==> config.mk <==
export PLATFORM = sky130hd
export DESIGN_NAME = fetch_queue
export DESIGN_NICKNAME = d
export VERILOG_FILES = /design/src/rtl/fetch_queue.sv
export SDC_FILE = /design/constraint.sdc
export NUM_CORES = 1
export LEC_CHECK = 0
export CORE_ASPECT_RATIO = 1.1
export CORE_MARGIN = 2
export CORE_UTILIZATION = 49
export DETAILED_ROUTE_END_ITERATION = 6
export PLACE_DENSITY = 0.76
export SETUP_SLACK_MARGIN = 0.3
export SLEW_MARGIN = 20
export SYNTH_ARGS = -nofsm -noshare
export SYNTH_HDL_FRONTEND = slang
export SYNTH_SLANG_ARGS = --single-unit
==> constraint.sdc <==
create_clock -name clk_i -period 3.5 [get_ports clk_i]
set_clock_uncertainty 0.15 [all_clocks]
set_input_delay 0.875 -clock clk_i [delete_from_list [all_inputs] [get_ports clk_i]]
set_output_delay 0.875 -clock clk_i [all_outputs]
set_load 0.005 [all_outputs]
==> src/rtl/fetch_queue.sv <==
// fetch_queue: four-entry FIFO of {pc, instr} pairs between instruction fetch
// and decode. The head is presented combinationally; flush discards all entries.
module fetch_queue #(
  parameter int DATA_W = 32
) (
  input  logic              clk_i,
  input  logic              rst_i,
  input  logic              start_i,
  input  logic [DATA_W-1:0] pc_i,
  input  logic [DATA_W-1:0] instr_i,
  input  logic              fetch_valid_i,
  output logic              fetch_ready_o,
  input  logic              flush_i,
  output logic              valid_o,
  input  logic              ready_i,
  output logic [DATA_W-1:0] instr_o,
  output logic [DATA_W-1:0] pc_o,
  output logic [DATA_W-1:0] pc_plus4_o,
  output logic [2:0]        count_o
);

  // Storage is data only; it is never reset, only the control state is.
  logic [DATA_W-1:0] pc_mem_q    [4];
  logic [DATA_W-1:0] instr_mem_q [4];

  logic [1:0] rd_ptr_q, rd_ptr_d;
  logic [1:0] wr_ptr_q, wr_ptr_d;
  logic [2:0] count_q,  count_d;

  logic full;
  logic push;
  logic pop;

  // Handshake decode: a full queue refuses pushes even when a pop happens in
  // the same cycle, and flush suppresses both push and pop.
  always_comb begin
    full          = (count_q == 3'd4);
    valid_o       = (count_q != 3'd0);
    fetch_ready_o = start_i && !full && !flush_i;
    push          = fetch_valid_i && fetch_ready_o;
    pop           = valid_o && ready_i && !flush_i;
  end

  // Next-state for pointers and occupancy; flush returns everything to empty.
  always_comb begin
    rd_ptr_d = rd_ptr_q;
    wr_ptr_d = wr_ptr_q;
    count_d  = count_q;
    if (flush_i) begin
      rd_ptr_d = 2'd0;
      wr_ptr_d = 2'd0;
      count_d  = 3'd0;
    end else begin
      if (push) begin
        wr_ptr_d = wr_ptr_q + 2'd1;
      end
      if (pop) begin
        rd_ptr_d = rd_ptr_q + 2'd1;
      end
      case ({push, pop})
        2'b10:   count_d = count_q + 3'd1;
        2'b01:   count_d = count_q - 3'd1;
        default: count_d = count_q;
      endcase
    end
  end

  // Control state register with synchronous active-low reset.
  always_ff @(posedge clk_i) begin
    if (!rst_i) begin
      rd_ptr_q <= 2'd0;
      wr_ptr_q <= 2'd0;
      count_q  <= 3'd0;
    end else begin
      rd_ptr_q <= rd_ptr_d;
      wr_ptr_q <= wr_ptr_d;
      count_q  <= count_d;
    end
  end

  // Entry write; the reset term keeps a push from landing while in reset.
  always_ff @(posedge clk_i) begin
    if (rst_i && push) begin
      pc_mem_q[wr_ptr_q]    <= pc_i;
      instr_mem_q[wr_ptr_q] <= instr_i;
    end
  end

  // Head presentation: an empty queue shows a NOP at address 0.
  always_comb begin
    pc_o    = '0;
    instr_o = '0;
    if (valid_o) begin
      pc_o    = pc_mem_q[rd_ptr_q];
      instr_o = instr_mem_q[rd_ptr_q];
    end
    pc_plus4_o = pc_o + DATA_W'(4);
    count_o    = count_q;
  end

endmodule

Word level (Yosys, flattened, before mapping)
Memory sizes are Yosys's and may differ from the RTL's. A register that Yosys moved wholly into a read port is not among the register bits.
Index checks and enable logic that the tools add are counted.
Widths: inputs -> output; s select.
- add/sub/neg operators: 5
- equality and inequality tests: 3
- muxes and demuxes: 9
- bitwise gates (word level): 1
- reduce and logical (&&, ||, !) cells: 11
- operators with widths (cell ; count):
    $mux 32 ; 2
    $add 32x3->32 const B ; 1
    $mux 2 ; 4
    $logic_and 1x1->1 ; 6
    $pmux 3 s2 ; 1
    $add 2x1->2 const B ; 2
    $add 3x1->3 const B ; 1
    $eq 3x3->1 const B ; 1
    $reduce_bool 3->1 ; 1
    $sub 3x1->3 const B ; 1
    $eq 2x1->1 const B ; 1
    $eq 2x2->1 const B ; 1
    $logic_not 1->1 ; 2
    $mux 1 ; 2
    $reduce_bool 2->1 ; 1
    $reduce_or 2->1 ; 1
    $not 1->1 ; 1
- bits in registers: 7
- bits in writable memories: 256
- input bits: 70
- output and inout port bits: 101
- logic and storage cells: 34
- memories: 2
- memory list (name ; depth ; width ; read ports ; clocked after memory_dff ; write ports ; RTL line ; RTL):
    instr_mem_q ; 4 ; 32 ; 1 ; 1 ; 1 ; 24 ; logic [DATA_W-1:0] instr_mem_q [4];
    pc_mem_q ; 4 ; 32 ; 1 ; 1 ; 1 ; 23 ; logic [DATA_W-1:0] pc_mem_q [4];

Longest topological paths before layout
- depth after elaboration: 8
- depth in mapped cells: 13
- depth with buffers taken out: 10

Least setup slack after synthesis
Ideal clock, no wire load.
- path kind: input -> register
- start point: input port flush_i
- end point: memory instr_mem_q[1][0] (enable)
- setup time: 429 ps
- data arrival time: 3168 ps
- data required time: 2921 ps
- setup slack: -247 ps
- stages: 4
- buffers on the path: 1
- cell sequence: a311oi_1 > and2_1 > clkbuf_1 > and3_1
- word-level cells in the longest chain between the ends: 6
- RTL lines (element ; RTL line ; RTL):
    start: declaration ; 13 ; input logic flush_i,
    $logic_not 1->1 ; 39 ; fetch_ready_o = start_i && !full && !flush_i;
    $logic_and 1x1->1 ; 39 ;
    $logic_and 1x1->1 ; 40 ; push = fetch_valid_i && fetch_ready_o;
    $logic_and 1x1->1 ; 83 ; if (rst_i && push) begin
    $mux 1 ; 83 ;
    $mux 1 (implied by the code) ; 85 ; instr_mem_q[wr_ptr_q] <= instr_i;
    end: declaration ; 24 ;
Every way passes these cells.

==> summary.txt <==
Floorplan
  – Rows: 57
  – Die area: between 0.02 and 0.025 sq mm
  – Die H: 162 microns
  – Initial Util: roughly half
  – Core area: between 0.02 and 0.025 sq mm
  – I/O pins: about 170
  – Die width: ~150 microns

Global route
  – Vias in the first global route: 7266
  – First-pass GRT wire length: 40.5 mm
  – Overall routing resource usage: around 22%
  – Global route overflow: 0
  – Initial antenna violation count: 2
  – Largest net degree at the start of global routing: 38

Placement
  – GPL Wtd Cong: between 0.8 and 0.9
  – Post-DP Area: 0.0137 sq mm
  – Number of port buffers: 170
  – Post-DP HPWL: between 15 and 20 mm

Cells and area
  – Layout overhead on the synthesized area: 45.0%
  – Flip-flop and latch area: 0.00788 sq mm
  – Share of post-route cells with drive strength above 1: 50.4%
  – Commonest non-fill, non-tap cells in the layout: edfxtp_1 (256), buf_6 (132), clkdlybuf4s50_1 (81)
  – Multi-input gate area: 0.00338 sq mm
  – Final instance area: approximately 0.016 sq mm
  – Final nets: ~1000
  – Commonest non-fill, non-tap cell in the layout: edfxtp_1
  – Fill cell count: roughly 1300

Clock tree
  – CTS tree: done
  – Cts bufs inserted: 25
  – Reg clk slew, reported paths: around 70 ps
  – Clock buffer depth: 3
  – H-tree Lvls: 1
  – Hold bufs inserted after CTS: 0
  – Sinks on Clock Net: between 200 and 300
  – Later-pin clock latency in the skew report: 510 ps
  – Clk root buf: clkbuf_16

Synthesis
  – Ys flop type: edfxtp_1
  – Syn_nets: about 670
  – Sequential area share after synthesis: 71.2%
  – Synth Warn #: 0
  – Register bit total from synthesis: roughly 270
  – Post-synth top area share: between 60% and 70%
  – Cell Area, Synth: ~0.011 sq mm
  – Post-synth ARST share: 0%
  – Avg Inst Size Synth: between 15 and 20 sq um
  – Post-synth EDFFs: ~260
  – Largest cells by area after synthesis: edfxtp_1 (70%), mux4_2 (11%), and2_1 (2.9%), mux4_1 (2.9%), dfxtp_1 (1.6%)
  – Post-synth cell types: 51
  – Synth Instances: between 500 and 600
  – Post-synth top area cell: edfxtp_1

STA
  – Slew Limit Fails: 0
  – RSZ-0062 raised after global routing: true
  – Final Hold Viols: 0
  – FMAX: between 0.2 and 0.3 GHz
  – Fin worst setup slack: -426 ps
  – Tcrit/Tclk final: 112%
  – Setup violators final: between 40 and 50
  – Slew margin rel.: roughly three quarters
  – Slew @ Worst Pin: 371 ps
  – Min cycle time layout: a little under 4000 ps

Detailed routing
  – DR WL/cell: roughly 22 microns
  – DR pass1 iterations: 5
  – Initial DRC count: 380
  – Via count: about 6700
  – Vias per inst: about 5.4
  – Drc violations: 0
  – Post-route ant nets: 0
  – Drt total wl: about 27 mm

Setup path
  – CP Class: reg2out
  – Critical Path End Type: primary output
  – CP arrival: 2900 ps
  – Startpoint Class: flop
  – Path depth of the worst reg2reg path: 10
  – FF-to-FF Start: count_o[1]$_SDFFE_PP0P_
  – Data required time of the critical path: around 2500 ps
  – Worst R2R End: count_o[2]$_SDFFE_PP0P_
  – CP Max Fanout: 8
  – Reg2reg setup slack: ~840 ps

Pwr
  – Design Power: 6.33 mW
  – Pwr/cell area: 395 mW/mm^2
  – Leakage: roughly 6.0 nW
  – VDD IR max: approximately 630 uV

Hold path
  – Hold WC Path Type: reg2reg
  – Hold Path Cell Cnt: 2
  – Worst hold start: rd_ptr_q[1]$_SDFFE_PP0P_
  – Worst Hold Endpoint: rd_ptr_q[1]$_SDFFE_PP0P_

Status
  – Status: finished with violations
  – Failing checks: setup timing

Job
  – Max-cap viol count: 0
through the flow:
stage	utilization (%)	worst slack [ps]	std cells	hold WS (ps)	TNS (ps)
5_1_grt	72.5	-517	1243	421	-13490
6_report	72.5	-426	1244	396	-8710
3_3_place_gp	62.0	-319	1106	366	-2810
2_1_floorplan	-	289	588	335	0
4_1_cts	70.3	-379	1213	398	-6290
3_5_place_dp	62.0	-343	1106	376	-3750
cell usage after synthesis (2+ instances only):
library cell	n
edfxtp_1	256
mux4_2	52
and2_1	51
nand2_1	31
inv_1	20
nor2_1	20
xor2_1	18
clkbuf_1	13
xnor2_1	13
mux4_1	12
buf_2	9
dfxtp_1	9
nand3_1	9
nor3_1	8
ha_1	6
nor4_2	5
a21oi_1	4
and3_1	4
mux2i_1	4
buf_6	3
nand4_1	3
o21ai_0	3
buf_4	2
mux2_1	2
nand2b_1	2
nand4_2	2
nor4_4	2
or3_1	2
cell type report:
type                            instances  share of cell area (%)
Sequential cell                       265                    49.1
Tap cell                              295                    2.30
Timing Repair Buffer                  346                    22.3
Multi-Input combinational cell        273                    21.1
Clock inverter                         15                   0.765
Antenna cell                            1                  0.0156
Clock buffer                           29                    4.00
Inverter                               20                   0.484
critical path, stage by stage, from the launching register on:
cell     delay (ps)
dfxtp_4         370
buf_6           140
buf_12          140
mux2i_4         200
nor4_4          300
o21a_2          220
nand3_4         110
buf_6           140
or4_4           500
a21oi_2         130
buf_2           130
per-layer routing:
metal | wire length (microns) | track usage (%) | share of wire, %
met3 | 1590 | 4.35 | 5.8
met2 | 14500 | 39.5 | 53
met5 | 11 | 0 | 0.040
met4 | 631 | 6.42 | 2.3
met1 | 10500 | 27.6 | 38
registers in the layout (all words and copies together), names as in the netlist, named ones only:
register,flops
count_o,3
instr_mem_q,128
pc_mem_q,128
rd_ptr_q,2
wr_ptr_q,2
repair_timing:
action                     in CTS  in global routing
cloned                          3                  0
resized for setup             515                102
setup endpoints to repair      96                 95
buffers inserted               60                 30
pin swaps                      50                 28
worst max path at each step:
stage / startpoint / end / slack [ps] / depth (start not counted)
2_1_floorplan: flop / pc_plus4_o[30] / 290 / 11
3_3_place_gp: flop / pc_plus4_o[22] / -320 / 12
3_5_place_dp: flop / pc_plus4_o[22] / -340 / 11
4_1_cts: flop / pc_plus4_o[30] / -380 / 8
5_1_grt: flop / pc_plus4_o[28] / -520 / 12
6_report: flop / pc_plus4_o[24] / -430 / 10
power breakdown:
part	switching, mW	internal, mW	total [mW]
clock	1.09	1.45	2.55
combinational	0.122	0.166	0.288
sequential	0.00548	3.49	3.50
kinds of logic (layout without fill, tap and decap cells):
group,Yosys count,count (layout),synth area share [%]
other,0,1,0
AOI/OAI and AO/OA,13,13,0.747
muxes,70,70,14.0
adders and majority gates,7,7,0.860
and+or+nand+nor,152,152,8.34
DFF,265,265,71.2
xor gates and xnor gates,31,31,2.46
buffers and inverters,50,410,2.41
(Power assumes the default switching activity.)
